**src/rtl/smvm_row_scheduler.sv**
```systemverilog
// rtl/smvm_row_scheduler.sv - row sequencer feeding per-row non-zero beats to the SpMV MAC datapath
// Optional feature macro: SMVM_SCHED_PERF_EN (stall_cycles back-pressure counter).
module smvm_row_scheduler #(
    parameter int ROW_W = 16,
    parameter int NNZ_W = 16
) (
    input  logic             clk,
    input  logic             rst,
    input  logic             start,
    input  logic             abort,
    input  logic [ROW_W-1:0] num_rows,
    input  logic             nnz_valid,
    output logic             nnz_ready,
    input  logic [NNZ_W-1:0] nnz,
    output logic             elem_valid,
    input  logic             elem_ready,
    output logic [ROW_W-1:0] elem_row,
    output logic             elem_last,
    output logic             acc_clear,
    output logic             row_done,
    output logic             row_empty,
    output logic [ROW_W-1:0] row_idx,
    output logic             busy,
    output logic             done,
    output logic [31:0]      stall_cycles
);
    typedef enum logic [1:0] {IDLE, FETCH, ISSUE, FINISH} state_t;

    state_t           state, state_nx;
    logic [ROW_W-1:0] rows_q, row_cnt, row_idx_q;
    logic [NNZ_W-1:0] dcnt;
    logic             acc_clear_q, row_done_q, row_empty_q, done_q;
    logic             start_acc, cnt_hs, elem_hs, row_zero, row_adv, last_row;

    always_comb begin
        // The done cycle still reads as busy, so a start there waits one cycle.
        start_acc = (state == IDLE) && start && !done_q;
        cnt_hs    = (state == FETCH) && nnz_valid;
        elem_hs   = (state == ISSUE) && elem_ready;
        row_zero  = cnt_hs && (nnz == '0);
        row_adv   = row_zero || (elem_hs && (dcnt == NNZ_W'(1)));
        last_row  = (row_cnt == rows_q - ROW_W'(1));
        state_nx  = state;
        case (state)
            IDLE:    if (start_acc) state_nx = (num_rows == '0) ? FINISH : FETCH;
            FETCH:   if (cnt_hs) state_nx = row_zero ? (last_row ? FINISH : FETCH) : ISSUE;
            ISSUE:   if (row_adv) state_nx = last_row ? FINISH : FETCH;
            FINISH:  state_nx = IDLE;
            default: state_nx = IDLE;
        endcase
    end

    always_ff @(posedge clk) begin
        if (rst || abort) begin
            state       <= IDLE;
            rows_q      <= '0;
            row_cnt     <= '0;
            dcnt        <= '0;
            acc_clear_q <= 1'b0;
            row_done_q  <= 1'b0;
            row_empty_q <= 1'b0;
            row_idx_q   <= '0;
            done_q      <= 1'b0;
        end else begin
            state       <= state_nx;
            acc_clear_q <= cnt_hs && !row_zero;
            row_done_q  <= row_adv;
            row_empty_q <= row_zero;
            done_q      <= (state == FINISH);
            if (row_adv) row_idx_q <= row_cnt;
            if (start_acc) begin
                rows_q  <= num_rows;
                row_cnt <= '0;
            end else if (row_adv && !last_row) begin
                row_cnt <= row_cnt + ROW_W'(1);
            end
            if (cnt_hs) dcnt <= nnz;
            else if (elem_hs && (dcnt != '0)) dcnt <= dcnt - NNZ_W'(1);
        end
    end

    assign nnz_ready  = (state == FETCH);
    assign elem_valid = (state == ISSUE);
    assign elem_row   = elem_valid ? row_cnt : '0;
    assign elem_last  = elem_valid && (dcnt == NNZ_W'(1));
    assign acc_clear  = acc_clear_q;
    assign row_done   = row_done_q;
    assign row_empty  = row_empty_q;
    assign row_idx    = row_idx_q;
    assign busy       = (state != IDLE) || done_q;
    assign done       = done_q;

`ifdef SMVM_SCHED_PERF_EN
    logic [31:0] stall_q;

    // Survives abort so a cancelled pass can still be profiled.
    always_ff @(posedge clk) begin
        if (rst || (start_acc && !abort)) begin
            stall_q <= '0;
        end else if (elem_valid && !elem_ready && (stall_q != 32'hFFFF_FFFF)) begin
            stall_q <= stall_q + 32'd1;
        end
    end

    assign stall_cycles = stall_q;
`else
    assign stall_cycles = '0;
`endif

endmodule

```
**config.mk**
```make
export PLATFORM = sky130hd
export DESIGN_NAME = smvm_row_scheduler
export DESIGN_NICKNAME = d
export VERILOG_FILES = /design/src/rtl/smvm_row_scheduler.sv
export SDC_FILE = /design/constraint.sdc
export NUM_CORES = 1
export LEC_CHECK = 0
export CORE_MARGIN = 5
export CORE_UTILIZATION = 39
export CTS_CLUSTER_DIAMETER = 120
export DETAILED_ROUTE_END_ITERATION = 10
export PLACE_DENSITY = 0.75
export SYNTH_ARGS = -nofsm -noshare
export SYNTH_HDL_FRONTEND = slang
export SYNTH_SLANG_ARGS = --single-unit
export TNS_END_PERCENT = 50
```
**constraint.sdc**
```tcl
create_clock -name clk -period 8 [get_ports clk]
set_input_delay 0.8 -clock clk [delete_from_list [all_inputs] [get_ports clk]]
set_output_delay 0.8 -clock clk [all_outputs]
set_load 0.01 [all_outputs]
```
Yosys cells after proc, flatten, opt, wreduce, memory -nomap -nowiden

Cells that the tools add are included.

Output and inout port bits: 72
Word-level logic and storage cells: 54
Bits in registers: 70
Bits of input ports: 38

Reduce and logical (&&, ||, !) cells: 24
Equal/unequal tests: 8
Muxes and demuxes: 10
Add/sub/neg operators: 3

Operators by type and width:

| operator                                            | count |
|---|---|
| two-way mux 16 bit                                  | 3 |
| logical NOT 16 bit                                  | 2 |
| subtractor 16 x 1 -> 16 bit (second input constant) | 2 |
| adder 16 x 1 -> 16 bit (second input constant)      | 1 |
| == test 16 x 1 -> 1 bit (second input constant)     | 1 |
| == test 16 bit                                      | 1 |
| nonzero test 16 bit                                 | 1 |
| two-way mux 2 bit                                   | 6 |
| logical AND 1 bit                                   | 10 |
| case mux 2 bit (4 select lines)                     | 1 |
| == test 2 bit (second input constant)               | 2 |
| != test 2 x 1 -> 1 bit (second input constant)      | 2 |
| nonzero test 2 bit                                  | 2 |
| logical NOT 1 bit                                   | 3 |
| logical OR 1 bit                                    | 3 |
| AND reduction 3 bit                                 | 1 |
| == test 2 x 1 -> 1 bit (second input constant)      | 1 |
| logical NOT 2 bit                                   | 1 |
| != test 2 bit (second input constant)               | 1 |
| OR reduction 2 bit                                  | 1 |

Logic depth before layout (Yosys ltp)

Depth in word-level cells: 6
Gate-level depth with buffers: 13

Worst setup path before layout

Ideal clock, no wire load.

Kind: reg2reg
Start point: register rows_q[0]
End point: register row_cnt[14]
Arrival: 2.463 ns
Period minus slack after synthesis: 2.532 ns
Data required time: 7.932 ns
Stages on the path, launching flop included: 12
Path slack: 5.468 ns
Cell sequence: dfxtp_1 > clkbuf_1 > inv_1 > ha_1 > buf_1 > a41oi_1 > a211oi_1 > a211oi_1 > o22ai_2 > o21ai_2 > or4_1 > a21oi_2

Word-level cells in the longest chain between the ends: 4

Ends and longest elaborated chain:

| what                        | RTL line | text |
|---|---|---|
| from (decl)                 | 30       | `logic [ROW_W-1:0] rows_q, row_cnt, row_idx_q;` |
| from (signal assigned)      | 72       | `rows_q <= num_rows;` |
| subtractor 16 x 1 -> 16 bit | 42       | `last_row = (row_cnt == rows_q - ROW_W'(1));` |
| == test 16 bit              | 42       |  |
| logical NOT 1 bit           | 74       | `end else if (row_adv && !last_row) begin` |
| logical AND 1 bit           | 74       |  |
| to (signal assigned)        | 75       | `row_cnt <= row_cnt + ROW_W'(1);` |
| to (decl)                   | 30       |  |

No other way between the ends.
A chain may end at the register's enable or synchronous reset.

Worst setup path in the final report

Start point: input port nnz[3]
End point: register row_cnt[14]

Word-level cells in the longest chain between the ends: 4

Ends and longest elaborated chain:

| what               | RTL line | text |
|---|---|---|
| from (decl)        | 14       | `input logic [NNZ_W-1:0] nnz,` |
| logical NOT 16 bit | 40       | `row_zero = cnt_hs && (nnz == '0);` |
| logical AND 1 bit  | 40       |  |
| logical OR 1 bit   | 41       | `row_adv = row_zero \|\| (elem_hs && (dcnt == NNZ_W'(1)));` |
| logical AND 1 bit  | 74       |  |

No other way between the ends.

==> run_results.csv <==
group,metric,value,unit
worst_setup_path,cp-end-kind,"register",
logic_synthesis,yosysTopAreaCell,"dfxtp_1",
drt,totalWireLength,10800,um
grt,antenna_found_initial,0,
min_path,min_from,"row_idx[4]$_SDFFE_PP0P_",
placement,portBuffers,77,
sta,final-hold-violation-count,0,
final_layout,diodes,0,
logic_synthesis,synth_cell_type_count,62,
final_layout,final_cell_area,5010,sq um
worst_setup_path,crit_family,"simple AND/OR/NAND/NOR gates",
logic_synthesis,ys_seq_area_frac,0.336,
drt,vias_per_cell,5.44,
logic_synthesis,yosysTopAreaCellShare,0.336,
die,start_util,0.402,
worst_setup_path,critical_path_class,"input pin to register",
min_path,holdPathStages,2,
final_layout,drive_above_1_share,0.0754,
final_layout,instances_no_fill,733,
die,core,10400,sq um
cts,clock_latency,0.34,ns
placement,dpl.cell_count,719,
final_layout,nets,636,
logic_synthesis,ys.flop_type,"dfxtp_1",
die,die_x,113,um
die,io_pins,110,
die,die_h,113,um
sta,setup_viol,0,
min_path,hold_end,"row_idx[4]$_SDFFE_PP0P_",
cts,clock_path_buffers,2,
logic_synthesis,synthTopCellsByCount,"88 x nand2_1, 70 x dfxtp_1, 54 x a21oi_1",
worst_setup_path,reg2regPathDepth,10,
power_and_ir_drop,power,0.720,mW
drt,drtPass1Iterations,5,
power_and_ir_drop,powerDensity,144,nW/um^2
final_layout,nFillCells,1070,
cts,cts_tree,"done",
cts,cts-hold-fix-buffers,0,
logic_synthesis,syn-instance-count,535,
final_layout,finish.utilization,0.483,
cts,root_buffer,"clkbuf_8",
die,dieArea,12900,sq um
worst_setup_path,slowest_delay,0.58,ns
sta,rsz0062_at_grt,"false",
logic_synthesis,postSynthAreaPerCell,7.79,sq um
job,timing.max_cap.violations,0,
sta,worst_pin_slew,1.18,ns
logic_synthesis,ys_ff_latch,70,
placement,pre_cts_ws,4.43,ns
placement,postPlaceCellArea,4830,sq um
sta,setup-tns-final,0,ns
placement,place_congestion,0.880,
sta,period_minus_slack,3.24,ns
sta,fin_skew,0.00927,ns
drt,via_count,3987,
worst_setup_path,cp_max_fo,18,
logic_synthesis,synth_edf_count,0,
worst_setup_path,cp-start-kind,"input pin",
worst_setup_path,cp-startpoint,"nnz[3]",
logic_synthesis,ys_warn_count,0,
grt,globalRouteTotalUtil,0.167,
worst_setup_path,rrSetupSlack,4.91,ns
grt,grt_max_degree,50,
worst_setup_path,rr_endpoint,"row_cnt[4]$_SDFFE_PP0P_",
drt,ant_nets,0,
power_and_ir_drop,leakage,1.71,nW
cts,cts_sinks,70,
worst_setup_path,critical_path_arrival,3.51,ns
worst_setup_path,crit_chain,"clkdlybuf4s50_1 > nor4_1 > nand4_1 > nor2_1 > or2_2 > o21ai_2 > or4_1 > a21oi_2",
logic_synthesis,async_reset_ff_frac,0,
sta,max_freq,308,MHz
grt,grt_pass1_vias,3903,
run_status,status,"completed",
cts,clk_pin_slew,0.07,ns
logic_synthesis,synth_most_common_cell,"nand2_1",
drt,avgRoutedWirePerCell,14.7,um
grt,grt_overflow,0,
cts,cts-buffers-inserted,9,
sta,drv_slew,0,
sta,whs,0.451,ns
cts,h-tree-depth,3,
final_layout,syn2layout_area_growth,20.1,%
sta,fin_ws,4.76,ns
worst_setup_path,critical_path_buf_inv_count,1,
cts,post_cts_resized,0,
sta,relSlewSlack,0.211,
power_and_ir_drop,ir_drop,0.000102,V
drt,first_iter_violations,229,
die,fp-row-count,37,
worst_setup_path,required,8.27,ns
sta,fin_crit_sh,0.405,
cts,cts_setup_buffers,0,
placement,dp_hpwl,8140,um
worst_setup_path,crit_path_top_delay_cell,"or4_1",
drt,drc,0,
logic_synthesis,synthTopCellsByArea,"dfxtp_1 34%, nand2_1 7.9%, a21oi_1 6.5%, buf_4 6.1%, nor2_1 3.4%",
min_path,hp-class,"register to register",
grt,grt_pass1_wl,17900,um
logic_synthesis,synth.cell_area,4170,sq um
worst_setup_path,r2r_start,"rows_q[0]$_SDFFE_PP0P_",
## state kept, by name, summed over array words and instances, names as in the netlist
register	count
dcnt	16
row_cnt	16
row_idx	16
rows_q	16
state	2
acc_clear	1
done	1
row_done	1
row_empty	1
## cells in the final DEF (no fill, tap or decap), types with 5 or more instances in the layout
master	synthesis	final
nand2_1	88	88
clkdlybuf4s50_1	0	77
dfxtp_1	70	70
a21oi_1	54	54
nor2_1	38	38
conb_1	1	32
and2_1	20	20
o21ai_0	15	15
nand3_1	14	14
xnor2_1	12	12
xor2_1	12	12
nor4_1	12	12
clkbuf_8	0	12
nor3_1	10	10
or3_1	10	10
inv_1	8	8
nand4_1	8	8
o211ai_1	8	8
a211oi_1	7	7
o21ai_2	7	7
and3_1	6	6
or4_1	5	5
nand2b_1	5	5
a21oi_2	5	5
a221oi_1	5	5
## area by class of cell
cell class                      count  area [sq um]  area share
Clock buffer                       13           169      0.0337
Clock inverter                      1          5.00     0.00100
Tap cell                          136           170      0.0340
Sequential cell                    70          1400       0.280
Inverter                            8          30.0     0.00600
Multi-Input combinational cell    426          2440       0.488
Timing Repair Buffer               79           786       0.157
## power by group
group          internal, mW  switching [mW]
Combinational        0.0447          0.0581
Sequential            0.353         0.00753
Clock                 0.134           0.123
Total                 0.532           0.189
## logic make-up (layout without fill, tap and decap cells)
kind of cell | count (synthesis) | after routing | share of synthesized area
buffers and inverters | 70 | 101 | 0.105
adders and majority gates | 4 | 4 | 0.0120
and+or+nand+nor | 241 | 241 | 0.301
other | 1 | 32 | 0.000899
AOI/OAI and AO/OA | 125 | 125 | 0.194
xor gates and xnor gates | 24 | 24 | 0.0504
DFF | 70 | 70 | 0.336
## how the worst max path moves through the flow
stage / endpoint / slack, ns / cells after the start
5_1_grt: row_cnt[5]$_SDFFE_PP0P_ / 4.47 / 8
6_report: row_cnt[14]$_SDFFE_PP0P_ / 4.76 / 8
3_5_place_dp: row_cnt[14]$_SDFFE_PP0P_ / 4.43 / 8
3_3_place_gp: row_cnt[14]$_SDFFE_PP0P_ / 4.51 / 8
2_1_floorplan: row_cnt[14]$_SDFFE_PP0P_ / 5.47 / 11
4_1_cts: row_cnt[14]$_SDFFE_PP0P_ / 4.78 / 8
## routing by layer
layer  vias to the layer above  share of wire  GRT usage
li1                       1945              -          -
met1                      1902           0.42      0.198
met2                       115           0.50      0.290
met3                        25          0.047     0.0297
met4                         0          0.028     0.0801
met5                         -              0          0
## worst reg2reg max path, delay by kind of cell (launching register included)
family,cells,cell delay (ns)
AOI/OAI and AO/OA,4,0.81
and+or+nand+nor,4,1.18
adders and majority gates,1,0.48
DFF,1,0.39
buffers and inverters,1,0.09
(Power assumes the default switching activity.)
